==> config.mk <==
export PLATFORM = sky130hd
export DESIGN_NAME = state_dump_ctrl_flat
export DESIGN_NICKNAME = d
export VERILOG_FILES = /design/src/rtl/state_dump_ctrl_if.sv /design/src/rtl/state_dump_ctrl.sv /design/src/flat_wrapper.sv
export SDC_FILE = /design/constraint.sdc
export NUM_CORES = 1
export LEC_CHECK = 0
export CORE_ASPECT_RATIO = 2
export CORE_UTILIZATION = 40
export CTS_CLUSTER_DIAMETER = 40
export DETAILED_ROUTE_END_ITERATION = 10
export DONT_BUFFER_PORTS = 1
export GPL_ROUTABILITY_DRIVEN = 0
export GPL_TIMING_DRIVEN = 0
export PLACE_DENSITY_LB_ADDON = 0.25
export SYNTH_ARGS = -nofsm -noshare
export SYNTH_HDL_FRONTEND = slang
export SYNTH_SLANG_ARGS = --single-unit
export TNS_END_PERCENT = 10
==> constraint.sdc <==
create_clock -name clk -period 3.54 [get_ports clk]
set_clock_uncertainty 0.05 [all_clocks]
set_input_delay 0.177 -clock clk [delete_from_list [all_inputs] [get_ports clk]]
set_output_delay 0.177 -clock clk [all_outputs]
set_load 0.005 [all_outputs]
==> src/rtl/state_dump_ctrl_if.sv <==
// Record stream from the state-dump sequencer to the trace/logging sink.
interface state_dump_ctrl_if;
   logic        out_valid;
   logic        out_ready;
   logic [1:0]  out_tag;
   logic [15:0] out_index;
   logic [15:0] out_data;

   modport master (output out_valid, out_tag, out_index, out_data, input out_ready);
   modport slave  (input out_valid, out_tag, out_index, out_data, output out_ready);
endinterface

==> src/rtl/state_dump_ctrl.sv <==
// State-dump sequencer: halts the pipeline, then streams RF, BHT/BTB and a
// data-memory window as tagged records over a valid/ready stream.
module state_dump_ctrl #(
   parameter logic [15:0] MEM_BASE  = 16'h0000,
   parameter int unsigned MEM_WORDS = 16
) (
   input  logic                      clk,
   input  logic                      rst_n,
   input  logic                      dump_req,
   output logic                      halt_req,
   input  logic                      halt_ack,
   output logic [3:0]                rf_addr,
   input  logic [15:0]               rf_data,
   output logic [3:0]                bp_idx,
   input  logic [1:0]                bht_data,
   input  logic [15:0]               btb_data,
   output logic                      dm_rd_en,
   output logic [15:0]               dm_addr,
   input  logic [15:0]               dm_data,
   state_dump_ctrl_if.master         sink,
   output logic [31:0]               dump_cycle,
   output logic                      busy,
   output logic                      done,
   output logic                      dump_err
);

   typedef enum logic [2:0] {
      S_IDLE, S_HALT, S_RF, S_BP, S_DM_RD, S_DM_CAP, S_DRAIN, S_DONE
   } state_t;

   localparam logic [16:0] LAST_K = 17'(MEM_WORDS);

   state_t      state;
   logic [31:0] cnt;
   logic        bp_sel;
   logic [16:0] k;
   logic [15:0] dm_val;
   logic        cap_vld;
   logic        valid_q;
   logic [1:0]  tag_q;
   logic [15:0] index_q;
   logic [15:0] data_q;

   logic        slot;
   logic        abort;
   logic        ld;
   logic [1:0]  ld_tag;
   logic [15:0] ld_index;
   logic [15:0] ld_data;

   assign sink.out_valid = valid_q;
   assign sink.out_tag   = tag_q;
   assign sink.out_index = index_q;
   assign sink.out_data  = data_q;

   always_ff @(posedge clk or negedge rst_n) begin
      if (!rst_n) cnt <= '0;
      else        cnt <= cnt + 32'd1;
   end

   // HALT loads RF entry 0 on the acknowledging cycle so the first record
   // appears one cycle after halt_ack; rf_addr is parked at 0 while idle.
   always_comb begin
      slot     = !valid_q || sink.out_ready;
      abort    = halt_req && !halt_ack &&
                 (state inside {S_RF, S_BP, S_DM_RD, S_DM_CAP, S_DRAIN});
      ld       = 1'b0;
      ld_tag   = 2'd0;
      ld_index = '0;
      ld_data  = '0;
      case (state)
         S_HALT, S_RF: begin
            ld       = slot && halt_ack;
            ld_tag   = 2'd0;
            ld_index = {12'h000, rf_addr};
            ld_data  = rf_data;
         end
         S_BP: begin
            ld       = slot;
            ld_tag   = bp_sel ? 2'd2 : 2'd1;
            ld_index = {12'h000, bp_idx};
            ld_data  = bp_sel ? btb_data : {14'h0000, bht_data};
         end
         S_DM_CAP: begin
            ld       = slot;
            ld_tag   = 2'd3;
            ld_index = dm_addr;
            ld_data  = cap_vld ? dm_val : dm_data;
         end
         default: ;
      endcase
   end

   always_ff @(posedge clk or negedge rst_n) begin
      if (!rst_n) begin
         state      <= S_IDLE;
         halt_req   <= 1'b0;
         busy       <= 1'b0;
         done       <= 1'b0;
         dump_err   <= 1'b0;
         dump_cycle <= '0;
         rf_addr    <= '0;
         bp_idx     <= '0;
         bp_sel     <= 1'b0;
         dm_rd_en   <= 1'b0;
         dm_addr    <= '0;
         k          <= '0;
         dm_val     <= '0;
         cap_vld    <= 1'b0;
         valid_q    <= 1'b0;
         tag_q      <= '0;
         index_q    <= '0;
         data_q     <= '0;
      end else begin
         done     <= 1'b0;
         dm_rd_en <= 1'b0;

         if (abort) begin
            valid_q <= 1'b0;
         end else if (ld) begin
            valid_q <= 1'b1;
            tag_q   <= ld_tag;
            index_q <= ld_index;
            data_q  <= ld_data;
         end else if (sink.out_ready) begin
            valid_q <= 1'b0;
         end

         if (abort) begin
            dump_err <= 1'b1;
            done     <= 1'b1;
            halt_req <= 1'b0;
            state    <= S_DONE;
         end else begin
            case (state)
               S_IDLE: begin
                  if (dump_req) begin
                     dump_cycle <= cnt;
                     dump_err   <= 1'b0;
                     halt_req   <= 1'b1;
                     busy       <= 1'b1;
                     rf_addr    <= '0;
                     state      <= S_HALT;
                  end
               end
               S_HALT: begin
                  if (ld) begin
                     rf_addr <= rf_addr + 4'd1;
                     state   <= S_RF;
                  end
               end
               S_RF: begin
                  if (ld) begin
                     rf_addr <= rf_addr + 4'd1;
                     if (rf_addr == 4'hF) begin
                        bp_idx <= '0;
                        bp_sel <= 1'b0;
                        state  <= S_BP;
                     end
                  end
               end
               S_BP: begin
                  if (ld) begin
                     bp_sel <= !bp_sel;
                     if (bp_sel) begin
                        bp_idx <= bp_idx + 4'd1;
                        if (bp_idx == 4'hF) begin
                           dm_rd_en <= 1'b1;
                           dm_addr  <= MEM_BASE;
                           k        <= '0;
                           state    <= S_DM_RD;
                        end
                     end
                  end
               end
               S_DM_RD: begin
                  cap_vld <= 1'b0;
                  state   <= S_DM_CAP;
               end
               S_DM_CAP: begin
                  // dm_data is only valid on the first DM_CAP cycle; keep it across stalls.
                  if (!cap_vld) begin
                     dm_val  <= dm_data;
                     cap_vld <= 1'b1;
                  end
                  if (ld) begin
                     cap_vld <= 1'b0;
                     k       <= k + 17'd1;
                     if (k + 17'd1 == LAST_K) begin
                        state <= S_DRAIN;
                     end else begin
                        dm_rd_en <= 1'b1;
                        dm_addr  <= dm_addr + 16'd1;
                        state    <= S_DM_RD;
                     end
                  end
               end
               S_DRAIN: begin
                  if (!valid_q) begin
                     done     <= 1'b1;
                     halt_req <= 1'b0;
                     state    <= S_DONE;
                  end
               end
               S_DONE: begin
                  busy  <= 1'b0;
                  state <= S_IDLE;
               end
               default: state <= S_IDLE;
            endcase
         end
      end
   end

endmodule

==> src/flat_wrapper.sv <==
// flat-port wrapper written by rule: the top's interface ports become plain ports
module state_dump_ctrl_flat 
#(
   parameter logic [15:0] MEM_BASE  = 16'h0000,
   parameter int unsigned MEM_WORDS = 16
)
  (clk, rst_n, dump_req, halt_req, halt_ack, rf_addr, rf_data, bp_idx, bht_data, btb_data, dm_rd_en, dm_addr, dm_data, dump_cycle, busy, done, dump_err, sink_out_valid, sink_out_tag, sink_out_index, sink_out_data, sink_out_ready);
  state_dump_ctrl_if sink_i ();
  input  logic clk;
  input  logic rst_n;
  input  logic dump_req;
  output logic halt_req;
  input  logic halt_ack;
  output logic [3:0] rf_addr;
  input  logic [15:0] rf_data;
  output logic [3:0] bp_idx;
  input  logic [1:0] bht_data;
  input  logic [15:0] btb_data;
  output logic dm_rd_en;
  output logic [15:0] dm_addr;
  input  logic [15:0] dm_data;
  output logic [31:0] dump_cycle;
  output logic busy;
  output logic done;
  output logic dump_err;
  output wire logic [$bits(sink_i.out_valid)-1:0] sink_out_valid;
  output wire logic [$bits(sink_i.out_tag)-1:0] sink_out_tag;
  output wire logic [$bits(sink_i.out_index)-1:0] sink_out_index;
  output wire logic [$bits(sink_i.out_data)-1:0] sink_out_data;
  input wire logic [$bits(sink_i.out_ready)-1:0] sink_out_ready;
  assign sink_out_valid = sink_i.out_valid;
  assign sink_out_tag = sink_i.out_tag;
  assign sink_out_index = sink_i.out_index;
  assign sink_out_data = sink_i.out_data;
  assign sink_i.out_ready = sink_out_ready;
  state_dump_ctrl #(.MEM_BASE(MEM_BASE), .MEM_WORDS(MEM_WORDS)) u_core (.clk(clk), .rst_n(rst_n), .dump_req(dump_req), .halt_req(halt_req), .halt_ack(halt_ack), .rf_addr(rf_addr), .rf_data(rf_data), .bp_idx(bp_idx), .bht_data(bht_data), .btb_data(btb_data), .dm_rd_en(dm_rd_en), .dm_addr(dm_addr), .dm_data(dm_data), .sink(sink_i), .dump_cycle(dump_cycle), .busy(busy), .done(done), .dump_err(dump_err));
endmodule
# Yosys cells after proc, flatten, opt, wreduce, memory -nomap -nowiden
# Cells that the tools add are included.
[totals] inputBits=55 word_cells=151 n_memories=0 latch_bits=0 regBits=166 mem_bits_rw=0 rom_bits=0
[classes] bitwise_logic=1 n_reduce_logical=33 div_mod_pow=0 mux=65 shift=0 mul=0 eq_ne=28 magnitude_cmp=0 add_sub_neg=5
[ops] cell="16-bit two-way mux" count=7
[ops] cell="16-bit case mux with 3 select lines" count=2
[ops] cell="17-bit two-way mux" count=4
[ops] cell="17-bit case mux with 2 select lines" count=1
[ops] cell="32-bit by 1-bit adder with 32-bit output (second input constant)" count=1
[ops] cell="16-bit case mux with 2 select lines" count=1
[ops] cell="3-bit two-way mux" count=10
[ops] cell="4-bit two-way mux" count=6
[ops] cell="3-bit case mux with 8 select lines" count=1
[ops] cell="1-bit two-way mux" count=22
[ops] cell="17-bit by 1-bit adder with 17-bit output (second input constant)" count=1
[ops] cell="17-bit by 5-bit equality test with 1-bit output (second input constant)" count=1
[ops] cell="16-bit by 1-bit adder with 16-bit output (second input constant)" count=1
[ops] cell="4-bit case mux with 2 select lines" count=2
[ops] cell="3-bit by 1-bit inequality test with 1-bit output (second input constant)" count=5
[ops] cell="2-bit nonzero test" count=7
[ops] cell="3-bit equality test (second input constant)" count=4
[ops] cell="1-bit case mux with 2 select lines" count=6
[ops] cell="6-bit AND reduction" count=2
[ops] cell="2-bit by 1-bit inequality test with 1-bit output (second input constant)" count=5
[ops] cell="3-bit by 2-bit inequality test with 1-bit output (second input constant)" count=3
[ops] cell="3-bit AND reduction" count=3
[ops] cell="9-bit AND reduction" count=1
[ops] cell="4-bit by 1-bit adder with 4-bit output (second input constant)" count=2
[ops] cell="19 further kinds" count=34

# Logic depth before layout (Yosys ltp)
# Gate-level depths: netlist (run 1).
[logic_depth] ltp_word=7 mapped_depth=12 mapped_depth_nobuf=8

# Worst setup path before layout (run 1)
# Ideal clock, no wire load.
[synth_timing] path_type="register -> register" startpoint="register u_core.k[0]" endpoint="register u_core.dm_addr[11]" setup_time_ns=0.104 stages_incl_launch_ff=13 n_path_buf=4 arrival_time_ns=2.402 path_slack_ns=0.985 required_ns=3.386 cell_sequence="dfrtp_1 ha_1 and3_1 buf_4 xnor2_1 a41oi_1 a211oi_1 nor4bb_1 buf_4 or2_1 buf_4 buf_6 o41ai_2"
[synth_between] elab_chain_len=4
[synth_rtl] element="start, declared" line="state_dump_ctrl.sv:36" source="logic [16:0] k;"
[synth_rtl] element="start signal, assigned" line="state_dump_ctrl.sv:188" source="k <= k + 17'd1;"
[synth_rtl] element="17-bit by 1-bit adder with 17-bit output" line="state_dump_ctrl.sv:189" source="if (k + 17'd1 == LAST_K) begin"
[synth_rtl] element="17-bit by 5-bit equality test with 1-bit output" line="state_dump_ctrl.sv:189"
[synth_rtl] element="2-bit inequality test (no line)"
[synth_rtl] element="7-bit AND reduction (no line)"
[synth_rtl] element="end signal, assigned" line="state_dump_ctrl.sv:193" source="dm_addr <= dm_addr + 16'd1;"
[synth_rtl] element="end, declared" line="state_dump_ctrl.sv:18" source="output logic [15:0] dm_addr,"
# Every way passes these cells.
# A chain may end at the register's enable or synchronous reset.

# Worst setup path after layout (run 1)
[layout_timing] startpoint="register u_core.state[0]" endpoint="register u_core.data_q[9] (netlist: u_core.sink.out_data[9])"
[layout_between] elab_chain_len=5 word_cells_on_any_way=14 cone_classes="eq/ne (6); mux (2); bitwise (1); reduce/logical (5)"
[layout_rtl] element="start, declared" line="state_dump_ctrl.sv:33" source="state_t state;"
[layout_rtl] element="start signal, assigned" line="state_dump_ctrl.sv:96" source="state <= S_IDLE;"
[layout_rtl] element="start signal, assigned" line="state_dump_ctrl.sv:133" source="state <= S_DONE;"
[layout_rtl] element="start signal, assigned" line="state_dump_ctrl.sv:143" source="state <= S_HALT;"
[layout_rtl] element="3-bit by 2-bit equality test with 1-bit output (tied with other cells)" line="state_dump_ctrl.sv:66, state_dump_ctrl.sv:71"
[layout_rtl] element="5-bit nonzero test" line="state_dump_ctrl.sv:66" source="(state inside {S_RF, S_BP, S_DM_RD, S_DM_CAP, S_DRAIN});"
[layout_rtl] element="1-bit logical AND" line="state_dump_ctrl.sv:65" source="abort = halt_req && !halt_ack &&"
[layout_rtl] element="1-bit NOT (no line)"
[layout_rtl] element="2-bit AND reduction (no line)"
[layout_rtl] element="end signal, assigned" line="state_dump_ctrl.sv:124" source="data_q <= ld_data;"
[layout_rtl] element="end, declared" line="state_dump_ctrl.sv:42" source="logic [15:0] data_q;"
# Several ways; a longest one is shown, not always the timed one.

==> results of run 1 <==
registers in the layout, summed over array words and instances (netlist names), 2 cells and up:
name,cells
u_core.cnt,32
u_core.dump_cycle,32
u_core.k,17
u_core.dm_addr,16
u_core.dm_val,16
u_core.sink.out_data,16
u_core.sink.out_index,16
u_core.bp_idx,4
u_core.rf_addr,4
u_core.state,3
u_core.sink.out_tag,2
critical path: cells and delay by family, from the launching register on:
kind / cells / cell delay [ns]
compound gates: 3 / 1.34
buf+inv: 4 / 1.56
flops: 1 / 0.36
simple gates: 1 / 0.07
cell type report:
class                      count  area, um2  area share [%]
clock inverter                 9        161            1.70
clock buffer                  22        484            5.10
tap                          262        328            3.45
inverter                      10       37.5           0.395
buffer                        46        214            2.25
timing repair buffer          44        440            4.63
multi-input combinational    569       3680            38.8
sequential                   166       4150            43.7
power by group:
group          switching (mW)  internal [mW]  total (mW)  leakage (nW)
clock network           0.764           1.26        2.02         0.310
registers               0.358           2.28        2.64          2.18
logic                    1.37          0.894        2.26          1.60
total                    2.49           4.44        6.92          4.09
Yosys cell counts (4+ instances only):
library cell    n
dfrtp_1       166
nor2_1         83
nand2_1        79
mux2_2         53
nand3_1        43
o21ai_0        40
a21oi_1        37
clkbuf_1       31
xnor2_1        26
and3_1         20
o31ai_1        20
a221oi_1       16
mux2i_1        16
nand4_1        14
nor3_1          9
xor2_1          9
inv_1           8
ha_1            6
nand2b_1        6
o41ai_1         6
a22o_1          5
a22oi_1         5
buf_1           5
nor4_1          5
o21a_1          5
a31oi_1         4
buf_4           4
nor2b_1         4
o21ai_1         4
o41ai_2         4
through the flow:
stage / cells / setup slack (ns) / area (um2) / util (%)
final: 1128 / 0.0850 / 9500 / 47.9
after global routing: 1128 / 0.0455 / 9500 / 47.9
after CTS: 1128 / 0.251 / 9500 / 47.9
after detailed placement: 1053 / 0.494 / 8420 / 42.5
after global placement: 1053 / 0.539 / 8420 / 42.5
after floorplan: 791 / 0.985 / 8090 / -
metal layers:
metal / up-vias / share of wire, % / global-route usage [%]
li1: 2986 / - / -
met1: 3190 / 34 / 23.4
met2: 267 / 56 / 44.5
met3: 75 / 6.2 / 6.61
met4: 0 / 4.1 / 12.5
met5: - / 0 / 0
worst paths after layout:
path                                             startpoint                             endpoint  slack, ns  cells after the start
worst max-delay path            u_core.state[0]$_DFFE_PN0P_  u_core.sink.out_data[9]$_DFFE_PN0P_       0.08                      8
worst min-delay path                                  rst_n              u_core.busy$_DFFE_PN0P_      -0.60                      0
worst max register to register  u_core.state[0]$_DFFE_PN0P_  u_core.sink.out_data[9]$_DFFE_PN0P_       0.08                      8
worst min register to register      u_core.cnt[0]$_DFF_PN0_              u_core.cnt[0]$_DFF_PN0_       0.42                      1
max in group asynchronous                             rst_n    u_core.dump_cycle[19]$_DFFE_PN0P_       3.73                      0
min in group clk                                   dump_req          u_core.dump_err$_DFFE_PN0P_       0.02                      3
logic make-up after synthesis:
kind of cell               Yosys count  share of synthesized area, %
adders and majority gates            6                         0.928
and+or+nand+nor                    286                          16.8
xor gates and xnor gates            35                          3.79
AOI/OAI and AO/OA                  173                          14.6
buffers and inverters               56                          3.11
DFF                                166                          51.4
muxes                               69                          9.36
placed cells by master, fill, tap and decap left out, drive strengths merged, types with 15 or more instances in the layout:
master / n
nand4: 16
o31ai: 20
mux2: 53
nand2: 79
and3: 20
buf: 15
xnor2: 26
nor2: 83
dlygate4sd3: 44
o21ai: 44
a221oi: 16
mux2i: 16
clkbuf: 53
a21oi: 37
nand3: 43
dfrtp: 166
==> flow_summary.yaml, run 1 <==
status:
  outcome: "finished, violations left"
  violations: "negative hold slack"
floorplanning:
  dieArea_um2: 20800
  die_h_um: 203
  std_cell_rows: 73
  start_util_pct: 40.8
  core_region_area_um2: 19800
  die_w_um: 103
  boundaryPins: 151
synthesis:
  yosysTopAreaCell: "dfrtp_1"
  synth_top_area_share_pct: 51.4
  netlist_top_cells_area: "dfrtp_1 51%, mux2_2 7.4%, nor2_1 3.9%"
  synth-seq-cells: 166
  synth_warnings: 0
  async_reset_ff_share_pct: 100
  syn_inst: 791
  synth_nets: 852
  netlist_area_um2: 8090
  synth_cell_types: 63
  syn-mean-instance-area_um2: 10.2
  synth_edf_count: 0
  synth-main-ff-cell: "dfrtp_1"
  yosysSeqAreaShare_pct: 51.4
global_route:
  overflow: 0
  grt_pass1_wl_mm: 37.0
  grt_max_degree: 167
  grt_use_total_pct: 24.1
  antenna_found_initial: 0
  grt_pass1_vias: 6889
sta:
  setup_viol_count_final: 0
  slew_headroom_pct: 17.7
  hold_viol: 166
  whs_ns: -0.596
  drv_slew: 0
  max_slew.worst_pin.slew_ns: 1.23
  fin_crit_ns: 3.46
  max_freq_ghz: 0.289
  fin_crit_sh_pct: 97.6
  tns_ns: 0
  rsz0062_at_grt: "no"
route:
  wire_per_inst_um: 21.1
  antenna_left: 0
  via_per_inst: 5.78
  dr.pass1.iters: 6
  finalWirelength_mm: 23.8
  drc: 0
  first_iter_violations: 296
  vias: 6518
setup_path:
  cpMostUsedCell: "a21oi_1"
  required_ns: 3.85
  crit_chain: "buf_2 -> inv_2 -> nand2_1 -> a21oi_1 -> clkbuf_1 -> a221oi_1 -> dlygate4sd3_1 -> a21oi_1"
  start_kind: "flop"
  cpPeakStageDelay_ns: 0.96
  critPathKind: "reg2reg"
  crit_path_end_kind: "flop"
  worst-path-max-fanout: 10
  crit_path_top_delay_cell: "a21oi_1"
  arrival_ns: 3.77
finish:
  antenna_cells: 0
  drive_gt1_share_pct: 12.5
  fillers: 1861
  finalNetCount: 915
  area_growth_syn_to_layout_pct: 17.5
clock_network:
  cts_max_path_buffers: 2
  cts-root-buf: "clkbuf_16"
  cts_buffers: 17
  htreeDepth: 4
  worstSkewPairLatency_ns: 0.43
  clkSinkCount: 166
  postCtsSetupRepairBufs: 0
  cts_tree: "yes"
  cts.clk_slew.worst_paths_ns: 0.07
  ctsResizeCount: 0
  cts_hold_buf: 44
pwr:
  leakagePower_nw: 4.09
  design_power_total_mw: 6.92
  powerDensity_nw_per_um2: 729
  max-vdd-ir-drop_uv: 436
placed_design:
  io_buffers: 0
  place.detailed.hpwl_mm: 17.1
job:
  max_cap_violations: 0
worst_hold_path:
  worstHoldPathType: "in2async"
Power figures use the tool's default switching activity.
==> inputs of run 2 (changes only) <==
--- a/config.mk
+++ b/config.mk
@@ -12,6 +12,7 @@
 export DONT_BUFFER_PORTS = 1
 export GPL_ROUTABILITY_DRIVEN = 0
 export GPL_TIMING_DRIVEN = 0
+export HOLD_SLACK_MARGIN = 0.15
 export PLACE_DENSITY_LB_ADDON = 0.25
 export SYNTH_ARGS = -nofsm -noshare
 export SYNTH_HDL_FRONTEND = slang
==> run 2 against run 1 <==
  * The run still ends with negative hold slack left
  * Non-clock buffer count increased by 6
  * Count of clock-buffer cells in the layout unchanged
  * Sequential share of layout area decreased by 0.27 points
  * Wire length decreased by 0.34%
  * Die area unchanged
  * Fmax increased by 2.1%
  * First-iteration DRC count increased by 7.4%
  * Via count about the same
  * Final cell count increased by 0.53%
  * Critical path depth unchanged
  * Hold slack got worse by 0.0030 ns
  * Register-to-register slack improved by 0.07 ns
  * Critical path type unchanged
  * Largest power group unchanged
==> flow_summary.yaml, run 2 (synthesis gave the netlist of run 1 again) <==
clock_network:
  cts_hold_buf: 50
  htreeDepth: 4
  cts.clk_slew.worst_paths_ns: 0.07
  ctsResizeCount: 0
  cts_tree: "yes"
  cts_buffers: 17
  clkSinkCount: 166
  postCtsSetupRepairBufs: 0
  cts_max_path_buffers: 2
  worstSkewPairLatency_ns: 0.43
  cts-root-buf: "clkbuf_16"
setup_path:
  worst-path-max-fanout: 10
  arrival_ns: 3.70
  crit_path_top_delay_cell: "a21oi_1"
  cpMostUsedCell: "a21oi_1"
  start_kind: "flop"
  required_ns: 3.85
  cpPeakStageDelay_ns: 0.90
  crit_path_end_kind: "flop"
  critPathKind: "reg2reg"
  crit_chain: "buf_2 -> inv_2 -> nand2_1 -> a21oi_1 -> clkbuf_1 -> a221oi_1 -> dlygate4sd3_1 -> a21oi_1"
route:
  finalWirelength_mm: 23.7
  via_per_inst: 5.75
  antenna_left: 0
  vias: 6524
  wire_per_inst_um: 20.9
  dr.pass1.iters: 5
  drc: 0
  first_iter_violations: 318
status:
  violations: "negative hold slack"
  outcome: "finished, violations left"
pwr:
  leakagePower_nw: 4.11
  powerDensity_nw_per_um2: 727
  max-vdd-ir-drop_uv: 435
sta:
  hold_viol: 166
  fin_crit_sh_pct: 95.6
  max_slew.worst_pin.slew_ns: 1.15
  drv_slew: 0
  setup_viol_count_final: 0
  fin_crit_ns: 3.38
  slew_headroom_pct: 23.3
  max_freq_ghz: 0.296
  whs_ns: -0.599
  rsz0062_at_grt: "no"
  tns_ns: 0
global_route:
  grt_use_total_pct: 24.1
  overflow: 0
  antenna_found_initial: 0
  grt_pass1_wl_mm: 37.1
  grt_max_degree: 167
  grt_pass1_vias: 6902
finish:
  layout_commonest_cell: "dfrtp_1"
  fillers: 1855
  drive_gt1_share_pct: 12.4
  top_regs: "u_core.cnt x32, u_core.dump_cycle x32, u_core.k x17"
  mostFrequentLayoutCells: "166 x dfrtp_1, 83 x nor2_1, 79 x nand2_1"
  finalNetCount: 921
  area_growth_syn_to_layout_pct: 18.2
  antenna_cells: 0
  final_util_pct: 48.2
floorplanning:
  start_util_pct: 40.8
  die_w_um: 103
  dieArea_um2: 20800
  die_h_um: 203
  boundaryPins: 151
  core_region_area_um2: 19800
  std_cell_rows: 73
placed_design:
  io_buffers: 0
  place.detailed.hpwl_mm: 17.1
worst_hold_path:
  worstHoldPathType: "in2async"
job:
  max_cap_violations: 0
## run 2: cell count changes in the layout (fill, tap and decap cells not counted)
| cell | delta |
|---|---|
| dlygate4sd3_1 | +6 |
## run 2: power breakdown
part | internal, mW | switching (mW)
Sequential | 2.28 | 0.360
Clock | 1.26 | 0.764
Combinational | 0.914 | 1.37
Total | 4.46 | 2.49
## run 2: metrics by stage
| stage | power, mW | setup slack [ns] | area [um2] | std cells |
|---|---|---|---|---|
| 3_5_place_dp | 4.74 | 0.494 | 8420 | 1053 |
| 4_1_cts | 6.96 | 0.251 | 9560 | 1134 |
| 6_report | 6.95 | 0.156 | 9560 | 1134 |
| 5_1_grt | 7.35 | 0.0505 | 9560 | 1134 |
| 2_1_floorplan | 4.07 | 0.985 | 8090 | 791 |
| 3_3_place_gp | 4.70 | 0.539 | 8420 | 1053 |
## run 2: worst paths after layout
path | startpoint | endpoint | slack, ns | cells past startpoint
min reg2reg | u_core.cnt[0]$_DFF_PN0_ | u_core.cnt[0]$_DFF_PN0_ | 0.42 | 1
min in group clk | halt_ack | u_core.sink.out_valid$_DFFE_PN0P_ | 0.17 | 2
max in group asynchronous | rst_n | u_core.dump_cycle[19]$_DFFE_PN0P_ | 3.75 | 0
min | rst_n | u_core.busy$_DFFE_PN0P_ | -0.60 | 0
max reg2reg | u_core.state[0]$_DFFE_PN0P_ | u_core.sink.out_data[9]$_DFFE_PN0P_ | 0.16 | 8
max | u_core.state[0]$_DFFE_PN0P_ | u_core.sink.out_data[9]$_DFFE_PN0P_ | 0.16 | 8
## run 2: final cells by class
type	instances	area, um2	area share, %
Inverter	10	37.5	0.393
Tap cell	262	328	3.43
Multi-Input combinational cell	569	3680	38.5
Sequential cell	166	4150	43.4
Timing Repair Buffer	50	500	5.23
Clock inverter	9	161	1.69
Buffer	46	214	2.24
Clock buffer	22	484	5.06
## run 2: worst max-delay path, delay by kind of cell (launching register included)
kind,cells,cell delay (ns)
AO/OA/AOI/OAI,3,1.28
buffers and inverters,4,1.55
AND/OR/NAND/NOR,1,0.07
flip-flops,1,0.36
## run 2: per-layer routing
layer,part of all wire [%],routed length [um],track usage [%]
met5,0,0,0
met4,4.2,993,12.5
met3,6.1,1450,6.30
met2,56,13200,44.5
met1,34,8010,23.6
==> inputs of run 3 (changes only) <==
--- a/config.mk
+++ b/config.mk
@@ -13,7 +13,7 @@
 export GPL_ROUTABILITY_DRIVEN = 0
 export GPL_TIMING_DRIVEN = 0
 export HOLD_SLACK_MARGIN = 0.15
-export PLACE_DENSITY_LB_ADDON = 0.25
+export PLACE_DENSITY = 0.62
 export SYNTH_ARGS = -nofsm -noshare
 export SYNTH_HDL_FRONTEND = slang
 export SYNTH_SLANG_ARGS = --single-unit
==> run 3 against run 2 <==
  * The flow still finishes with violations (negative hold slack)
  * Hold slack got worse by 0.011 ns
  * Utilization is essentially flat
  * Combinational power is essentially flat
  * Die area unchanged
  * Critical endpoint is now u_core.sink.out_data[10]$_DFFE_PN0P_
==> flow_summary.yaml, run 3 (synthesis gave the netlist of run 1 again) <==
finish:
  drive_gt1_share_pct: 12.4
  mostFrequentLayoutCells: "166 x dfrtp_1, 83 x nor2_1, 79 x nand2_1"
  antenna_cells: 0
  fillers: 1877
  ff_latch_area_um2: 4150
  finalNonFillerCells: 1135
  top_regs: "u_core.cnt x32, u_core.dump_cycle x32, u_core.k x17"
  finalNetCount: 921
  layout_commonest_cell: "dfrtp_1"
  multiInputGateArea_um2: 3680
  area_growth_syn_to_layout_pct: 18.2
setup_path:
  rr_worst_depth: 8
  arrival_ns: 3.72
  worst-path-max-fanout: 10
  start_kind: "flop"
  crit_path_end_kind: "flop"
  critPathKind: "reg2reg"
  required_ns: 3.85
  reg2reg_slack_ns: 0.14
global_route:
  grt_max_degree: 167
  overflow: 0
  grt_use_total_pct: 23.5
  antenna_found_initial: 0
  grt_pass1_wl_mm: 36.4
  grt_pass1_vias: 6843
route:
  first_iter_violations: 445
  dr.pass1.iters: 5
  finalWirelength_mm: 23.3
  antenna_left: 0
  vias: 6596
  wire_per_inst_um: 20.5
  drc: 0
  via_per_inst: 5.81
floorplanning:
  std_cell_rows: 73
  die_w_um: 103
  boundaryPins: 151
  start_util_pct: 40.8
  core_region_area_um2: 19800
  die_h_um: 203
  dieArea_um2: 20800
sta:
  fin_crit_sh_pct: 96.1
  whs_ns: -0.609
  tns_ns: 0
  fin_crit_ns: 3.40
  drv_slew: 0
  setup_viol_count_final: 0
  max_freq_ghz: 0.294
  slew_headroom_pct: 28.7
  max_slew.worst_pin.slew_ns: 1.07
  hold_viol: 166
  rsz0062_at_grt: "no"
pwr:
  powerDensity_nw_per_um2: 725
  clockPowerShare_pct: 29.1
  power.internal_mw: 4.44
  power_switching_mw: 2.49
  max-vdd-ir-drop_uv: 416
  swShare_pct: 36.0
  leakagePower_nw: 4.11
  design_power_total_mw: 6.93
  seqPwrFrac_pct: 38.1
  p_comb_share_pct: 32.8
status:
  violations: "negative hold slack"
  outcome: "finished, violations left"
worst_hold_path:
  worstHoldPathType: "in2async"
placed_design:
  io_buffers: 0
  place.detailed.hpwl_mm: 16.8
  numPlacedInstances: 1053
job:
  max_cap_violations: 0
clock_network:
  cts_buffers: 17
  cts_hold_buf: 50
  cts_max_path_buffers: 2
  htreeDepth: 4
  cts.clk_slew.worst_paths_ns: 0.07
  cts_tree: "yes"
  cts-root-buf: "clkbuf_16"
  ctsResizeCount: 0
  worstSkewPairLatency_ns: 0.44
  postCtsSetupRepairBufs: 0
  clkSinkCount: 166
## run 3: critical path, cell delays in order, from the launching register on
cell and delay (ns):
dfrtp_1 0.36, buf_2 0.18, inv_2 0.18, nand2_1 0.07
a21oi_1 0.84, clkbuf_1 0.59, a221oi_1 0.26, dlygate4sd3_1 0.63
a21oi_1 0.17
## run 3: power by group through the flow
stage                     registers, mW  clock network, mW  logic [mW]
after global routing               2.70               2.13        2.50
after floorplan                    2.54                  0        1.53
after global placement             2.66                  0        2.03
final                              2.64               2.02        2.27
after detailed placement           2.67                  0        2.06
after CTS                          2.64               2.06        2.24
## run 3: path summary, 6_finish.rpt
kind                                              from                              endpoint
setup / recovery           u_core.state[0]$_DFFE_PN0P_  u_core.sink.out_data[10]$_DFFE_PN0P_
hold / removal                                   rst_n               u_core.busy$_DFFE_PN0P_
setup reg to reg           u_core.state[0]$_DFFE_PN0P_  u_core.sink.out_data[10]$_DFFE_PN0P_
hold reg to reg                u_core.cnt[0]$_DFF_PN0_               u_core.cnt[0]$_DFF_PN0_
max in group asynchronous                        rst_n              u_core.cnt[26]$_DFF_PN0_
min in group clk                              halt_ack         u_core.rf_addr[0]$_DFFE_PN0P_
## run 3: metrics by stage
step                      instance area, um2  worst slack, ns  util [%]
after global routing                    9560           0.0146      48.2
final                                   9560            0.137      48.2
after CTS                               9560            0.202      48.2
after global placement                  8420            0.591      42.5
after detailed placement                8420            0.627      42.5
after floorplan                         8090            0.985         -
## run 3: layer usage
| metal | wire, um | GRT usage, % | part of all wire [%] | vias to the layer above |
|---|---|---|---|---|
| li1 | - | - | - | 2999 |
| met1 | 8010 | 23.5 | 34 | 3250 |
| met2 | 12700 | 42.1 | 55 | 279 |
| met3 | 1590 | 6.95 | 6.8 | 68 |
| met4 | 937 | 12.6 | 4.0 | 0 |
| met5 | 0 | 0 | 0 | - |
## run 3: area by class of cell
class	count	share of cell area (%)
clock inverter	10	1.74
sequential	166	43.5
multi-input combinational	569	38.5
inverter	10	0.393
tap	262	3.43
timing repair buffer	50	5.24
buffer	46	2.24
clock buffer	22	4.96
